[src/rtl/ace_snoop_ctrl_pkg.sv]
// Shared types for the ACE snoop controller: snoop opcodes, CR response
// layout, flag write bundle and FSM states.
package ace_snoop_ctrl_pkg;

    typedef enum logic [3:0] {
        READ_ONCE             = 4'b0000,
        READ_SHARED           = 4'b0001,
        READ_CLEAN            = 4'b0010,
        READ_NOT_SHARED_DIRTY = 4'b0011,
        READ_UNIQUE           = 4'b0111,
        CLEAN_SHARED          = 4'b1000,
        CLEAN_INVALID         = 4'b1001,
        MAKE_INVALID          = 4'b1101
    } acsnoop_t;

    // Bit order matches CRRESP[4:0].
    typedef struct packed {
        logic was_unique;
        logic is_shared;
        logic pass_dirty;
        logic error;
        logic data_transfer;
    } crresp_t;

    typedef struct packed {
        logic valid;
        logic dirty;
        logic shared;
    } flag_wr_t;

    typedef enum logic [2:0] {
        IDLE,
        WAIT_GNT,
        EVAL,
        UPDATE,
        SEND_CR,
        SEND_CD
    } state_t;

    // Snoop types this controller can service against the cache.
    function automatic logic snoop_supported(input logic [3:0] snoop);
        case (snoop)
            READ_ONCE, READ_SHARED, READ_UNIQUE,
            CLEAN_SHARED, CLEAN_INVALID, MAKE_INVALID: return 1'b1;
            default:                                   return 1'b0;
        endcase
    endfunction

    function automatic int snoop_beats(input int line_width, input int data_width);
        return line_width / data_width;
    endfunction

endpackage

[src/rtl/ace_snoop_ctrl_cd_serializer.sv]
// Holds the snooped line and streams it over CD, LSB beat first.
module ace_snoop_ctrl_cd_serializer
    import ace_snoop_ctrl_pkg::*;
#(
    parameter int LineWidth      = 128,
    parameter int SnoopDataWidth = 64
) (
    input  logic                      clk_i,
    input  logic                      rst_ni,
    input  logic                      load_i,
    input  logic [LineWidth-1:0]      line_i,
    input  logic                      active_i,
    input  logic                      cd_ready_i,
    output logic                      cd_valid_o,
    output logic [SnoopDataWidth-1:0] cd_data_o,
    output logic                      cd_last_o,
    output logic                      done_o
);

    localparam int Beats = snoop_beats(LineWidth, SnoopDataWidth);
    localparam int CntW  = (Beats > 1) ? $clog2(Beats) : 1;

    logic [LineWidth-1:0] line_reg;
    logic [CntW-1:0]      cnt_reg;
    logic                 last_beat;

    assign last_beat = (cnt_reg == CntW'(Beats - 1));

    // Capture the line once per snoop; step the beat counter on each accepted beat.
    always_ff @(posedge clk_i) begin
        if (!rst_ni) begin
            line_reg <= '0;
            cnt_reg  <= '0;
        end else begin
            if (load_i) begin
                line_reg <= line_i;
            end
            if (active_i && cd_ready_i) begin
                cnt_reg <= last_beat ? '0 : cnt_reg + 1'b1;
            end
        end
    end

    assign cd_valid_o = active_i;
    assign cd_data_o  = active_i ? line_reg[cnt_reg*SnoopDataWidth +: SnoopDataWidth] : '0;
    assign cd_last_o  = active_i && last_beat;
    assign done_o     = active_i && cd_ready_i && last_beat;

endmodule

[src/rtl/ace_snoop_ctrl.sv]
// ACE snoop controller: one snoop at a time, SRAM lookup, MOESI-lite flag
// update, CR response and CD line transfer.
module ace_snoop_ctrl
    import ace_snoop_ctrl_pkg::*;
#(
    parameter int SetAssoc       = 8,
    parameter int IndexWidth     = 12,
    parameter int TagWidth       = 44,
    parameter int LineWidth      = 128,
    parameter int SnoopDataWidth = 64,
    parameter int AddrWidth      = 64
) (
    input  logic                          clk_i,
    input  logic                          rst_ni,
    input  logic                          bypass_i,
    output logic                          busy_o,
    input  logic                          ac_valid_i,
    output logic                          ac_ready_o,
    input  logic [AddrWidth-1:0]          ac_addr_i,
    input  logic [3:0]                    ac_snoop_i,
    output logic                          cr_valid_o,
    input  logic                          cr_ready_i,
    output logic [4:0]                    cr_resp_o,
    output logic                          cd_valid_o,
    input  logic                          cd_ready_i,
    output logic [SnoopDataWidth-1:0]     cd_data_o,
    output logic                          cd_last_o,
    output logic [SetAssoc-1:0]           req_o,
    output logic [IndexWidth-1:0]         addr_o,
    output logic [TagWidth-1:0]           tag_o,
    input  logic                          gnt_i,
    output logic                          we_o,
    output logic [SetAssoc-1:0]           vldrty_be_o,
    output logic                          valid_o,
    output logic                          dirty_o,
    output logic                          shared_o,
    input  logic [SetAssoc*LineWidth-1:0] data_i,
    input  logic [SetAssoc-1:0]           hit_way_i,
    input  logic [SetAssoc-1:0]           dirty_way_i,
    input  logic [SetAssoc-1:0]           shared_way_i,
    input  logic                          updating_cache_i,
    input  logic                          flushing_i,
    input  logic                          amo_valid_i,
    input  logic [AddrWidth-1:0]          amo_addr_i,
    output logic                          invalidate_o,
    output logic [AddrWidth-1:0]          invalidate_addr_o
);

    localparam int OffW = $clog2(LineWidth / 8);

    state_t               state_reg;
    logic [AddrWidth-1:0] addr_reg;
    logic [3:0]           snoop_reg;
    logic [SetAssoc-1:0]  hit_reg;
    crresp_t              resp_reg;
    flag_wr_t             flags_reg;
    logic                 inval_reg;
    logic                 invalidate_reg;

    logic                 same_line, accept, cd_done;
    logic                 hit_any, hit_dirty, hit_shared;
    crresp_t              eval_resp;
    flag_wr_t             eval_flags;
    logic                 eval_update, eval_inval;
    logic [LineWidth-1:0] hit_line;
    logic [LineWidth-1:0] masked [SetAssoc];
    logic                 unused_amo_offset;

    // Only the line part of the AMO address matters for the collision check.
    assign unused_amo_offset = ^amo_addr_i[OffW-1:0];
    assign same_line = (ac_addr_i[AddrWidth-1:OffW] == amo_addr_i[AddrWidth-1:OffW]);
    assign accept    = (state_reg == IDLE) && ac_valid_i && !flushing_i && !(amo_valid_i && same_line);

    // Hit ways are one-hot, so OR-ing masked lines selects the hit line.
    for (genvar gi = 0; gi < SetAssoc; gi++) begin : g_way_mask
        assign masked[gi] = hit_way_i[gi] ? data_i[gi*LineWidth +: LineWidth] : '0;
    end

    // Collapse the per-way lines into the single hit line.
    always_comb begin
        hit_line = '0;
        for (int w = 0; w < SetAssoc; w++) begin
            hit_line = hit_line | masked[w];
        end
    end

    assign hit_any    = |hit_way_i;
    assign hit_dirty  = |(hit_way_i & dirty_way_i);
    assign hit_shared = |(hit_way_i & shared_way_i);

    // Response and flag update for the looked-up line, by snoop type.
    always_comb begin
        eval_resp   = '0;
        eval_flags  = '0;
        eval_update = 1'b0;
        eval_inval  = 1'b0;
        if (hit_any) begin
            eval_resp.was_unique = !hit_shared;
            case (snoop_reg)
                READ_ONCE: begin
                    eval_resp.data_transfer = 1'b1;
                    eval_resp.is_shared     = hit_shared;
                end
                READ_SHARED: begin
                    eval_resp.data_transfer = 1'b1;
                    eval_resp.is_shared     = 1'b1;
                    eval_update             = 1'b1;
                    eval_flags              = '{valid: 1'b1, dirty: hit_dirty, shared: 1'b1};
                end
                READ_UNIQUE: begin
                    eval_resp.data_transfer = 1'b1;
                    eval_resp.pass_dirty    = hit_dirty;
                    eval_update             = 1'b1;
                    eval_inval              = 1'b1;
                end
                CLEAN_INVALID: begin
                    eval_resp.data_transfer = hit_dirty;
                    eval_resp.pass_dirty    = hit_dirty;
                    eval_update             = 1'b1;
                    eval_inval              = 1'b1;
                end
                CLEAN_SHARED: begin
                    eval_resp.data_transfer = hit_dirty;
                    eval_resp.pass_dirty    = hit_dirty;
                    eval_resp.is_shared     = 1'b1;
                    eval_update             = 1'b1;
                    eval_flags              = '{valid: 1'b1, dirty: 1'b0, shared: 1'b1};
                end
                MAKE_INVALID: begin
                    eval_update = 1'b1;
                    eval_inval  = 1'b1;
                end
                default: ;
            endcase
        end
    end

    // Snoop transaction FSM with latched request, response and update flags.
    always_ff @(posedge clk_i) begin
        if (!rst_ni) begin
            state_reg      <= IDLE;
            addr_reg       <= '0;
            snoop_reg      <= '0;
            hit_reg        <= '0;
            resp_reg       <= '0;
            flags_reg      <= '0;
            inval_reg      <= 1'b0;
            invalidate_reg <= 1'b0;
        end else begin
            invalidate_reg <= 1'b0;
            case (state_reg)
                IDLE: begin
                    if (accept) begin
                        addr_reg  <= ac_addr_i;
                        snoop_reg <= ac_snoop_i;
                        hit_reg   <= '0;
                        flags_reg <= '0;
                        inval_reg <= 1'b0;
                        if (bypass_i) begin
                            resp_reg  <= '0;
                            state_reg <= SEND_CR;
                        end else if (!snoop_supported(ac_snoop_i)) begin
                            resp_reg  <= crresp_t'(5'b00010);
                            state_reg <= SEND_CR;
                        end else begin
                            resp_reg  <= '0;
                            state_reg <= WAIT_GNT;
                        end
                    end
                end
                WAIT_GNT: begin
                    if (gnt_i && !updating_cache_i) begin
                        state_reg <= EVAL;
                    end
                end
                EVAL: begin
                    hit_reg   <= hit_way_i;
                    resp_reg  <= eval_resp;
                    flags_reg <= eval_flags;
                    inval_reg <= eval_inval;
                    state_reg <= eval_update ? UPDATE : SEND_CR;
                end
                UPDATE: begin
                    if (gnt_i && !updating_cache_i) begin
                        invalidate_reg <= inval_reg;
                        state_reg      <= SEND_CR;
                    end
                end
                SEND_CR: begin
                    if (cr_ready_i) begin
                        state_reg <= resp_reg.data_transfer ? SEND_CD : IDLE;
                    end
                end
                SEND_CD: begin
                    if (cd_done) begin
                        state_reg <= IDLE;
                    end
                end
                default: state_reg <= IDLE;
            endcase
        end
    end

    // SRAM request: all ways for lookup, hit way only for the flag write.
    always_comb begin
        req_o = '0;
        case (state_reg)
            IDLE:          if (accept && !bypass_i && snoop_supported(ac_snoop_i) && !updating_cache_i) req_o = '1;
            WAIT_GNT, EVAL: if (!updating_cache_i) req_o = '1;
            UPDATE:        if (!updating_cache_i) req_o = hit_reg;
            default:       req_o = '0;
        endcase
    end

    assign busy_o            = (state_reg != IDLE);
    assign ac_ready_o        = accept;
    assign addr_o            = (state_reg == IDLE) ? (accept ? ac_addr_i[IndexWidth-1:0] : '0)
                                                   : addr_reg[IndexWidth-1:0];
    assign tag_o             = (state_reg != IDLE) ? addr_reg[IndexWidth +: TagWidth] : '0;
    assign we_o              = (state_reg == UPDATE);
    assign vldrty_be_o       = (state_reg == UPDATE) ? hit_reg : '0;
    assign valid_o           = (state_reg == UPDATE) && flags_reg.valid;
    assign dirty_o           = (state_reg == UPDATE) && flags_reg.dirty;
    assign shared_o          = (state_reg == UPDATE) && flags_reg.shared;
    assign cr_valid_o        = (state_reg == SEND_CR);
    assign cr_resp_o         = (state_reg == SEND_CR) ? resp_reg : '0;
    assign invalidate_o      = invalidate_reg;
    assign invalidate_addr_o = invalidate_reg ? addr_reg : '0;

    ace_snoop_ctrl_cd_serializer #(
        .LineWidth      (LineWidth),
        .SnoopDataWidth (SnoopDataWidth)
    ) u_cd_serializer (
        .clk_i      (clk_i),
        .rst_ni     (rst_ni),
        .load_i     (state_reg == EVAL),
        .line_i     (hit_line),
        .active_i   (state_reg == SEND_CD),
        .cd_ready_i (cd_ready_i),
        .cd_valid_o (cd_valid_o),
        .cd_data_o  (cd_data_o),
        .cd_last_o  (cd_last_o),
        .done_o     (cd_done)
    );

endmodule
[config.mk]
export PLATFORM = sky130hd
export DESIGN_NAME = ace_snoop_ctrl
export DESIGN_NICKNAME = d
export VERILOG_FILES = /design/src/rtl/ace_snoop_ctrl_pkg.sv /design/src/rtl/ace_snoop_ctrl_cd_serializer.sv /design/src/rtl/ace_snoop_ctrl.sv
export SDC_FILE = /design/constraint.sdc
export NUM_CORES = 1
export LEC_CHECK = 0
export ABC_AREA = 1
export CAP_MARGIN = 0
export CELL_PAD_IN_SITES_DETAIL_PLACEMENT = 0
export CELL_PAD_IN_SITES_GLOBAL_PLACEMENT = 1
export CORE_AREA = 2 2 542 544
export CTS_CLUSTER_SIZE = 16
export DETAILED_ROUTE_END_ITERATION = 10
export DIE_AREA = 0 0 544 546
export GPL_ROUTABILITY_DRIVEN = 1
export PLACE_DENSITY_LB_ADDON = 0.1
export SLEW_MARGIN = 20
export SYNTH_ARGS = -nofsm -noshare
export SYNTH_HDL_FRONTEND = slang
export SYNTH_SLANG_ARGS = --single-unit
[constraint.sdc]
create_clock -name clk_i -period 1.96 [get_ports clk_i]
set_input_delay 0.294 -clock clk_i [delete_from_list [all_inputs] [get_ports clk_i]]
set_output_delay 0.294 -clock clk_i [all_outputs]
set_load 0.01 [all_outputs]
==> metrics.md, run 1 <==
| Metric | Value |
|---|---|
| Worst Clk Skew | `0.0425 ns` |
| I/O pins | `1405` |
| Routed Antenna Nets | `0` |
| Hold depth | `3` |
| CP required | `1.67 ns` |
| Clock Latency Late Sink | `0.62 ns` |
| Top_reg_cell synth | `dfxtp_1` |
| Ys async rst share | `0%` |
| Cell Rows | `199` |
| Mapped Cells | `2803` |
| Final Hold Fails | `0` |
| Setup ws final | `-0.686 ns` |
| Leakage | `18.6 nW` |
| Leading area contributor after synthesis | `dfxtp_1` |
| Failing checks | `negative setup slack` |
| Total track usage | `16.0%` |
| Initial antenna violation count | `163` |
| First-pass DRT Iterations | `5` |
| HP Class | `in -> reg` |
| Worst Path Arrival | `2.35 ns` |
| FF-to-FF path depth | `13` |
| WL/cell | `28.8 µm` |
| Worst flop-to-flop path startpoint | `state_reg[0]` |
| # clock sinks | `217` |
| CP top delay family | `simple AND/OR/NAND/NOR gates` |
| Unrepaired setup endpoints after global routing | `true` |
| Worst-path cell chain | `clkdlybuf4s50_1 > inv_1 > or2_2 > nand3_2 > nor2_1 > nand2_1 > nor2_1 > nand2_1 > nand2_4 > nor3_2 > nand2_1 > buf_6 > nand2_1 > buf_2` |
| Drc violations | `0` |
| Post-cts hold buffer count | `0` |
| Syn Nets | `3993` |
| Synthesis-to-finish area growth | `167%` |
| Setup violations, final | `261` |
| Vias | `28000` |
| Ratio of cells with drive above 1 in the final layout | `25.5%` |
| Vias in the first global route | `29800` |
| Core Box Area | `0.292 mm²` |
| CP Capture Type | `output pin` |
| Max-slew violations | `0` |
| CTS Buf Count | `39` |
| Synth top cells by count | `916 x nand2_1, 298 x inv_1, 276 x a21oi_1` |
| Root buffer cell | `clkbuf_16` |
| First-pass GRT wire length | `312000 µm` |
| Crit-path max cell delay | `0.49 ns` |
| Register area share after synthesis | `26.0%` |
| Peak Freq | `0.378 GHz` |
| Maxcap violations | `0` |
| Mean post-synth cell area | `5.97 µm²` |
| CTS H-Tree Depth | `2` |
| Vias per cell | `3.27` |
| Reg clk slew, reported paths | `0.06 ns` |
| Register-to-register setup slack | `-0.12 ns` |
| Worst Path Max Fanout | `8` |
| Largest net degree at the start of global routing | `50` |
| Endpoint, Worst Hold | `addr_reg[30]` |
| VDD IR-drop max | `0.613 mV` |
| Post-Synthesis Cell Area | `0.0167 mm²` |
| Hold Slack | `0.0907 ns` |
| Worst path most repeated cell | `nand2_1` |
| Synthesis Warnings | `0` |
| Max transition margin | `40.9%` |
| Die Y | `546 µm` |
| EDFF count, synth | `0` |
| Synth Register Bits | `217` |
| Max FFs per register | `128` |
| Worst Hold Launch | `ac_addr_i[30]` |
| Worst setup path class | `in -> out` |
| GPL Wtd Cong | `0.829` |
| Period utilization | `135%` |
| Reg2reg end | `state_reg[0]` |
| Final nets | `5779` |
| Pre-CTS setup slack | `-1.37 ns` |
| DP HPWL | `208000 µm` |
| Post-synth top area share | `26.0%` |
| Fin crit period | `2.65 ns` |
| Crit start category | `primary input` |
| Most common cell in the netlist | `nand2_1` |
| CP max stage cell | `clkdlybuf4s50_1` |
| # port buffers | `1400` |
| Synth area leaders | `dfxtp_1 26%, nand2_1 21%, a221oi_1 9.3%` |
| Die width | `544 µm` |
| Buf+Inv Stages, Crit Path | `4` |
| Outcome | `complete, but fails checks` |
| PwrDens | `759 mW/mm²` |
| Post-synthesis cell type count | `29` |
| GRT Residual Overflow | `0` |
| CTS tree | `yes` |
| Initial Utilization | `5.73%` |
| Initial DRC count | `1300` |
| Longest Clk Path Bufs | `3` |
| Final wirelength | `247000 µm` |
| Slew @ Worst Pin | `0.886 ns` |
| Die ar. | `0.297 mm²` |
cell type report:
class                   instances  area, µm²
multi-input cells            2056      12000
fillers                     33500     247000
repair inverters                1       7.51
clock buffers                  56       1100
inverters                     300       1190
well taps                    3919       4900
diodes                         25       62.6
flip-flops and latches        217       4360
clock inverters                13        205
repair buffers               1974      20800
logic make-up (layout without fill, tap and decap cells):
group / Yosys count / count (layout) / synth area share, %
flip-flops: 217 / 217 / 26.0
XOR/XNOR: 1 / 1 / 0.0524
AND/OR/NAND/NOR: 1233 / 1233 / 29.2
AO/OA/AOI/OAI: 822 / 822 / 32.4
other: 0 / 25 / 0
buffers and inverters: 530 / 2344 / 12.4
placed cells by master, fill, tap and decap left out, types with 22 or more instances in the layout:
master	count
buf_6	225
nand2_4	22
nand3_1	60
a22o_1	111
a21oi_4	63
nor2_2	29
inv_2	28
clkbuf_16	41
inv_1	262
nor2_1	108
dfxtp_1	212
nor2_4	51
nand4_1	28
a31oi_1	70
diode_2	25
o21ai_0	107
clkdlybuf4s50_1	1098
buf_8	29
dlygate4sd2_1	29
buf_12	100
a221oi_1	178
nand2_1	840
dlymetal6s2s_1	47
buf_4	385
nand3_2	26
nand2_2	55
a21oi_1	200
o211ai_1	51
tightest hold or removal path, cell delays in order:
cell and delay (ns):
dlymetal6s2s_1 0.16, o21ai_0 0.11, a21oi_1 0.11
per-layer routing:
layer | up-vias | part of all wire [%] | GRT usage (%)
li1 | 13100 | - | -
met1 | 13300 | 39 | 17.9
met2 | 1147 | 52 | 29.9
met3 | 321 | 7.4 | 4.94
met4 | 94 | 1.8 | 2.41
met5 | - | 0.24 | 0
worst max path at each step:
stage,start,end,slack [ns],depth (start not counted)
2_1_floorplan,state_reg[2],req_o[0],0.10,9
3_3_place_gp,ac_addr_i[16],req_o[7],-1.43,17
3_5_place_dp,amo_addr_i[61],req_o[7],-1.37,16
4_1_cts,state_reg[0],addr_o[11],-0.81,11
5_1_grt,state_reg[0],req_o[7],-0.78,11
6_report,amo_addr_i[33],req_o[6],-0.69,14
through the flow:
stage / instance area, µm² / total power [mW] / setup TNS (ns) / util, % / std cells
global route: 44600 / 36.1 / -112.43 / 15.3 / 8546
finish: 44600 / 33.9 / -73.26 / 15.3 / 8561
CTS: 43300 / 33.4 / -100.40 / 14.8 / 8516
global placement: 39100 / 21.1 / -162.62 / 13.4 / 8342
floorplan: 16700 / 11.7 / 0 / - / 2803
detailed placement: 39100 / 21.1 / -152.08 / 13.4 / 8342
power by group:
group          internal [mW]  switching [mW]  leakage [nW]
Sequential              5.62           0.858          1.78
Combinational           9.89            9.94          16.1
Clock                   4.55            3.02         0.642
Total                   20.1            13.8          18.6
repair_timing:
item,in CTS,in global routing
endpoints found under the setup margin,379,376
resized for setup,1486,364
cloned,23,1
setup buffers,91,35
pin swaps,31,31
Power figures use the tool's default switching activity.
==> inputs of run 2 (changes only) <==
CAP_MARGIN = 5   (was 0)
RECOVER_POWER = 50   (was unset)
TNS_END_PERCENT = 20   (was unset)
==> run 2 against run 1 <==
Against the previous run: the run still ends with negative setup slack left; clock skew rose by 0.0016 ns; sequential share of layout area rose by 0.64 points; sequential power fell by 0.6%; critical path depth did not move; critical path type unchanged; largest power group unchanged.
==> metrics.md, run 2 (synthesis results as in run 1) <==
| Metric | Value |
|---|---|
| Setup ws final | `-0.631 ns` |
| Initial Utilization | `5.73%` |
| Max-slew violations | `0` |
| Setup violations, final | `353` |
| Longest Clk Path Bufs | `3` |
| HP Class | `in -> reg` |
| Maxcap violations | `0` |
| Fin crit period | `2.59 ns` |
| Worst-path cell chain | `clkdlybuf4s50_1 > inv_1 > or2_2 > nand3_4 > nor2_1 > nand2_1 > nor2_1 > nand2_1 > nand2_4 > nor3_2 > nand2_1 > buf_6 > nand2_1 > buf_2` |
| Vias in the first global route | `29300` |
| Slew @ Worst Pin | `0.906 ns` |
| Commonest cells after routing, fill and taps aside | `1156 x clkdlybuf4s50_1, 868 x nand2_1, 434 x buf_4` |
| GRT Residual Overflow | `0` |
| Period utilization | `132%` |
| Setup_tns | `-91.00 ns` |
| Final std cells w/o fill | `8494` |
| Commonest non-fill, non-tap cell in the layout | `clkdlybuf4s50_1` |
| Worst Path Arrival | `2.30 ns` |
| Drc violations | `0` |
| I/O pins | `1405` |
| CTS tree | `yes` |
| Leakage | `17.5 nW` |
| Outcome | `complete, but fails checks` |
| Reg clk slew, reported paths | `0.06 ns` |
| CP required | `1.67 ns` |
| Failing checks | `negative setup slack` |
| Core Box Area | `0.292 mm²` |
| Unrepaired setup endpoints after global routing | `true` |
| Max transition margin | `39.1%` |
| Largest net degree at the start of global routing | `51` |
| First-pass GRT wire length | `305000 µm` |
| Die ar. | `0.297 mm²` |
| Initial antenna violation count | `162` |
| Clock Latency Late Sink | `0.61 ns` |
| PwrDens | `721 mW/mm²` |
| VDD IR-drop max | `0.521 mV` |
| Ratio of cells with drive above 1 in the final layout | `19.9%` |
| Root buffer cell | `clkbuf_16` |
| Final wirelength | `240000 µm` |
| CTS Buf Count | `39` |
| Initial DRC count | `1279` |
| Die width | `544 µm` |
| Crit-path max cell delay | `0.48 ns` |
| Pre-CTS setup slack | `-1.37 ns` |
| Final Hold Fails | `0` |
| Total track usage | `15.6%` |
| Die Y | `546 µm` |
| Synthesis-to-finish area growth | `150%` |
| CP Capture Type | `output pin` |
| Worst Path Max Fanout | `8` |
| Max FFs per register | `128` |
| Crit start category | `primary input` |
| # port buffers | `1400` |
| Final instance area | `0.0418 mm²` |
| DP HPWL | `208000 µm` |
| Hold Slack | `0.0868 ns` |
| Placed instance area | `0.0391 mm²` |
| Dpl cells | `8342` |
| CP max stage cell | `clkdlybuf4s50_1` |
| Worst setup path class | `in -> out` |
| # clock sinks | `217` |
| Vias per cell | `3.25` |
| Sequential Area | `0.00436 mm²` |
| Multi-input gate area | `0.0110 mm²` |
| Vias | `27600` |
| Peak Freq | `0.386 GHz` |
| Filler cell count | `33700` |
| Routed Antenna Nets | `0` |
| WL/cell | `28.3 µm` |
| Cell Rows | `199` |
| GPL Wtd Cong | `0.829` |
| Post-cts hold buffer count | `0` |
| Worst path most repeated cell | `nand2_1` |
| CTS H-Tree Depth | `2` |
| First-pass DRT Iterations | `5` |
| Final nets | `5711` |
| Worst Clk Skew | `0.0441 ns` |
==> run 2: metrics by stage <==
step / utilization [%] / power [mW]
6_report: 14.3 / 30.2
5_1_grt: 14.3 / 32.4
4_1_cts: 14.1 / 30.5
3_5_place_dp: 13.4 / 21.1
3_3_place_gp: 13.4 / 21.1
2_1_floorplan: - / 11.7
==> run 2: repair_timing <==
| item | CTS | global route |
|---|---|---|
| endpoints found under the setup margin | 379 | 427 |
| resized for setup | 603 | 340 |
| buffers inserted | 28 | 29 |
| pin swaps | 13 | 28 |
| cloned | 6 | 1 |
==> run 2: critical path: cells and delay by family <==
kind | cells | cell delay [ns]
buf+inv | 4 | 0.88
simple gates | 10 | 1.11
==> run 2: per-layer routing <==
| metal | share of wire, % | up-vias | wire, µm | track usage [%] |
|---|---|---|---|---|
| met1 | 39 | 13000 | 94500 | 17.5 |
| li1 | - | 13000 | - | - |
| met4 | 1.6 | 92 | 3730 | 2.12 |
| met5 | 0.24 | - | 583 | 0 |
| met3 | 7.6 | 318 | 18300 | 4.87 |
| met2 | 51 | 1179 | 123000 | 29.0 |
==> run 2: where the power goes <==
part | switching, mW | total [mW] | internal, mW
clock | 2.99 | 7.54 | 4.55
combinational | 8.42 | 16.2 | 7.78
sequential | 0.822 | 6.44 | 5.62
==> run 2: worst paths after layout <==
kind                             endpoint          start  cells after the start  slack [ns]
max                              req_o[6]  ac_addr_i[21]                     14       -0.63
min                          addr_reg[30]  ac_addr_i[30]                      3        0.09
max reg2reg  u_cd_serializer.line_reg[51]   state_reg[0]                     11       -0.35
min reg2reg                  invalidate_o      inval_reg                      2        0.46
==> run 2: cell type report <==
cell class | count | share of cell area (%)
Sequential cell | 217 | 10.4
Timing Repair inverter | 1 | 0.0179
Clock buffer | 56 | 2.63
Tap cell | 3919 | 11.7
Clock inverter | 13 | 0.490
Multi-Input combinational cell | 2056 | 26.3
Timing Repair Buffer | 1906 | 45.5
Inverter | 300 | 2.74
Antenna cell | 26 | 0.156
==> inputs of run 3 (changes only) <==
CELL_PAD_IN_SITES_DETAIL_PLACEMENT = 2   (was 0)
CELL_PAD_IN_SITES_GLOBAL_PLACEMENT = 2   (was 1)
==> run 3 against run 2 <==
Against the previous run: the flow still finishes with violations (negative setup slack); worst hold slack worse by 0.030 ns; non-clock buffer count decreased by 31; setup slack got worse by 0.081 ns; sequential share of layout area is 0.055 points lower; clock power is 1% lower; clock-buffer cell count up 7; cell count unchanged; via count up 1.5%.
==> metrics.md, run 3 (synthesis results as in run 1) <==
| Metric | Value |
|---|---|
| CP max stage cell | `dfxtp_2` |
| Fin crit period | `2.67 ns` |
| Die width | `544 µm` |
| Vias per cell | `3.30` |
| Root buffer cell | `clkbuf_16` |
| CP Capture Type | `output pin` |
| Commonest non-fill, non-tap cell in the layout | `clkdlybuf4s50_1` |
| DP HPWL | `218000 µm` |
| CP top delay family | `buffers and inverters` |
| Core Box Area | `0.292 mm²` |
| Initial antenna violation count | `215` |
| Reg clk slew, reported paths | `0.06 ns` |
| GPL Wtd Cong | `0.823` |
| FF-to-FF path depth | `15` |
| CTS Buf Count | `41` |
| Crit-path max cell delay | `0.35 ns` |
| Worst setup path class | `reg -> out` |
| Worst Path Max Fanout | `4` |
| Slew @ Worst Pin | `0.844 ns` |
| Synthesis-to-finish area growth | `151%` |
| Final nets | `5681` |
| Final wirelength | `252000 µm` |
| # port buffers | `1400` |
| Largest net degree at the start of global routing | `51` |
| Die Y | `546 µm` |
| Worst path most repeated cell | `buf_6` |
| Drc violations | `0` |
| Vias in the first global route | `31100` |
| Period utilization | `136%` |
| Outcome | `complete, but fails checks` |
| Routed Antenna Nets | `0` |
| Worst Clk Skew | `0.0458 ns` |
| Final Hold Fails | `0` |
| GRT Residual Overflow | `0` |
| Leakage | `17.5 nW` |
| Max transition margin | `43.7%` |
| Die ar. | `0.297 mm²` |
| I/O pins | `1405` |
| Vias | `28000` |
| CTS H-Tree Depth | `2` |
| Worst-path cell chain | `nor2_2 > inv_2 > nor2_4 > buf_6 > buf_12 > buf_4 > buf_6 > buf_6 > buf_6 > buf_6 > nor2_4 > buf_6` |
| Unrepaired setup endpoints after global routing | `true` |
| Ratio of cells with drive above 1 in the final layout | `21.0%` |
| Initial Utilization | `5.73%` |
| Hold depth | `3` |
| Met3 GRT Util | `5.66%` |
| Setup ws final | `-0.712 ns` |
| Met1 Usage GRT | `17.2%` |
| CP Depth | `12` |
| Failing checks | `negative setup slack` |
| CP required | `1.67 ns` |
| Commonest cells after routing, fill and taps aside | `1075 x clkdlybuf4s50_1, 847 x nand2_1, 377 x buf_4` |
| Maxcap violations | `0` |
| Worst Path Arrival | `2.38 ns` |
| Post-cts hold buffer count | `0` |
| Max-slew violations | `0` |
| Total track usage | `16.4%` |
| Max FFs per register | `128` |
| Cell Rows | `199` |
| Setup violations, final | `292` |
| Initial DRC count | `1027` |
| WL/cell | `29.7 µm` |
| # clock sinks | `217` |
| Clock Latency Late Sink | `0.63 ns` |
| Top Usage Layer GRT | `met2` |
| Peak Freq | `0.374 GHz` |
| Register-to-register setup slack | `-0.39 ns` |
| VDD IR-drop max | `0.487 mV` |
| Dpl cells | `8318` |
| Total power | `29.7 mW` |
| Buf+Inv Stages, Crit Path | `9` |
| Longest Clk Path Bufs | `3` |
| PwrDens | `707 mW/mm²` |
| First-pass DRT Iterations | `5` |
| First-pass GRT wire length | `320000 µm` |
| Filler cell count | `34300` |
| Final std cells w/o fill | `8494` |
| M2 GR Usage | `31.3%` |
| HP Class | `in -> reg` |
| CTS tree | `yes` |
| Crit start category | `register` |
[run 3: changes by cell type in the layout (fill, tap and decap cells not counted), sizes merged]
cell           before   now
clkdlybuf4s15       4    20
clkinvlp            2     1
inv               300   298
bufinv              5     1
clkdlybuf4s50    1156  1075
clkinv              7     8
dlymetal6s2s       51    36
dlygate4sd2        30    90
diode              26    56
clkbuf             75   115
buf               646   602
[run 3: through the flow]
step	setup slack [ns]	hold slack, ns	setup TNS [ns]	cell area [µm²]	util, %
CTS	-0.967	0.0576	-156.11	41200	14.1
detailed placement	-1.82	0.436	-200.68	38800	13.3
floorplan	0.103	0.420	0	16700	-
global route	-0.857	0.0553	-138.18	42000	14.4
finish	-0.712	0.0568	-85.76	42000	14.4
global placement	-1.85	0.431	-204.34	38800	13.3
[run 3: layout make-up]
class | instances | area, µm² | area share (%)
Tap cell | 3919 | 4900 | 11.7
Inverter | 300 | 1150 | 2.74
Sequential cell | 217 | 4350 | 10.4
Antenna cell | 56 | 140 | 0.333
Multi-Input combinational cell | 2056 | 11500 | 27.3
Clock buffer | 63 | 1240 | 2.95
Timing Repair Buffer | 1875 | 18700 | 44.4
Clock inverter | 8 | 76.3 | 0.182
[run 3: timing repair]
item,4_1_cts,5_1_grt
setup endpoints to repair,339,353
buffers inserted,37,19
pin swaps,53,46
gates resized for setup,646,390
gates cloned,4,1
[run 3: routing by layer]
layer  up-vias  wire length, µm
met5         -              747
met4       118             5000
met3       397            18800
met2      1063           133000
met1     13500            94400
li1      13000                -
[run 3: tightest hold or removal path: stages]
cell,delay (ns)
clkbuf_2,0.12
o21ai_0,0.09
a21oi_1,0.13
[run 3: where the power goes]
part / leakage (nW) / switching (mW) / internal, mW / total (mW)
combinational: 15.0 / 8.64 / 7.23 / 15.9
sequential: 1.78 / 0.762 / 5.62 / 6.38
clock: 0.653 / 3.01 / 4.45 / 7.45
[run 3: worst paths after layout]
kind                 startpoint            to
setup / recovery   state_reg[1]     tag_o[32]
hold reg to reg       inval_reg  invalidate_o
setup reg to reg   state_reg[0]  state_reg[0]
hold / removal    ac_addr_i[24]  addr_reg[24]
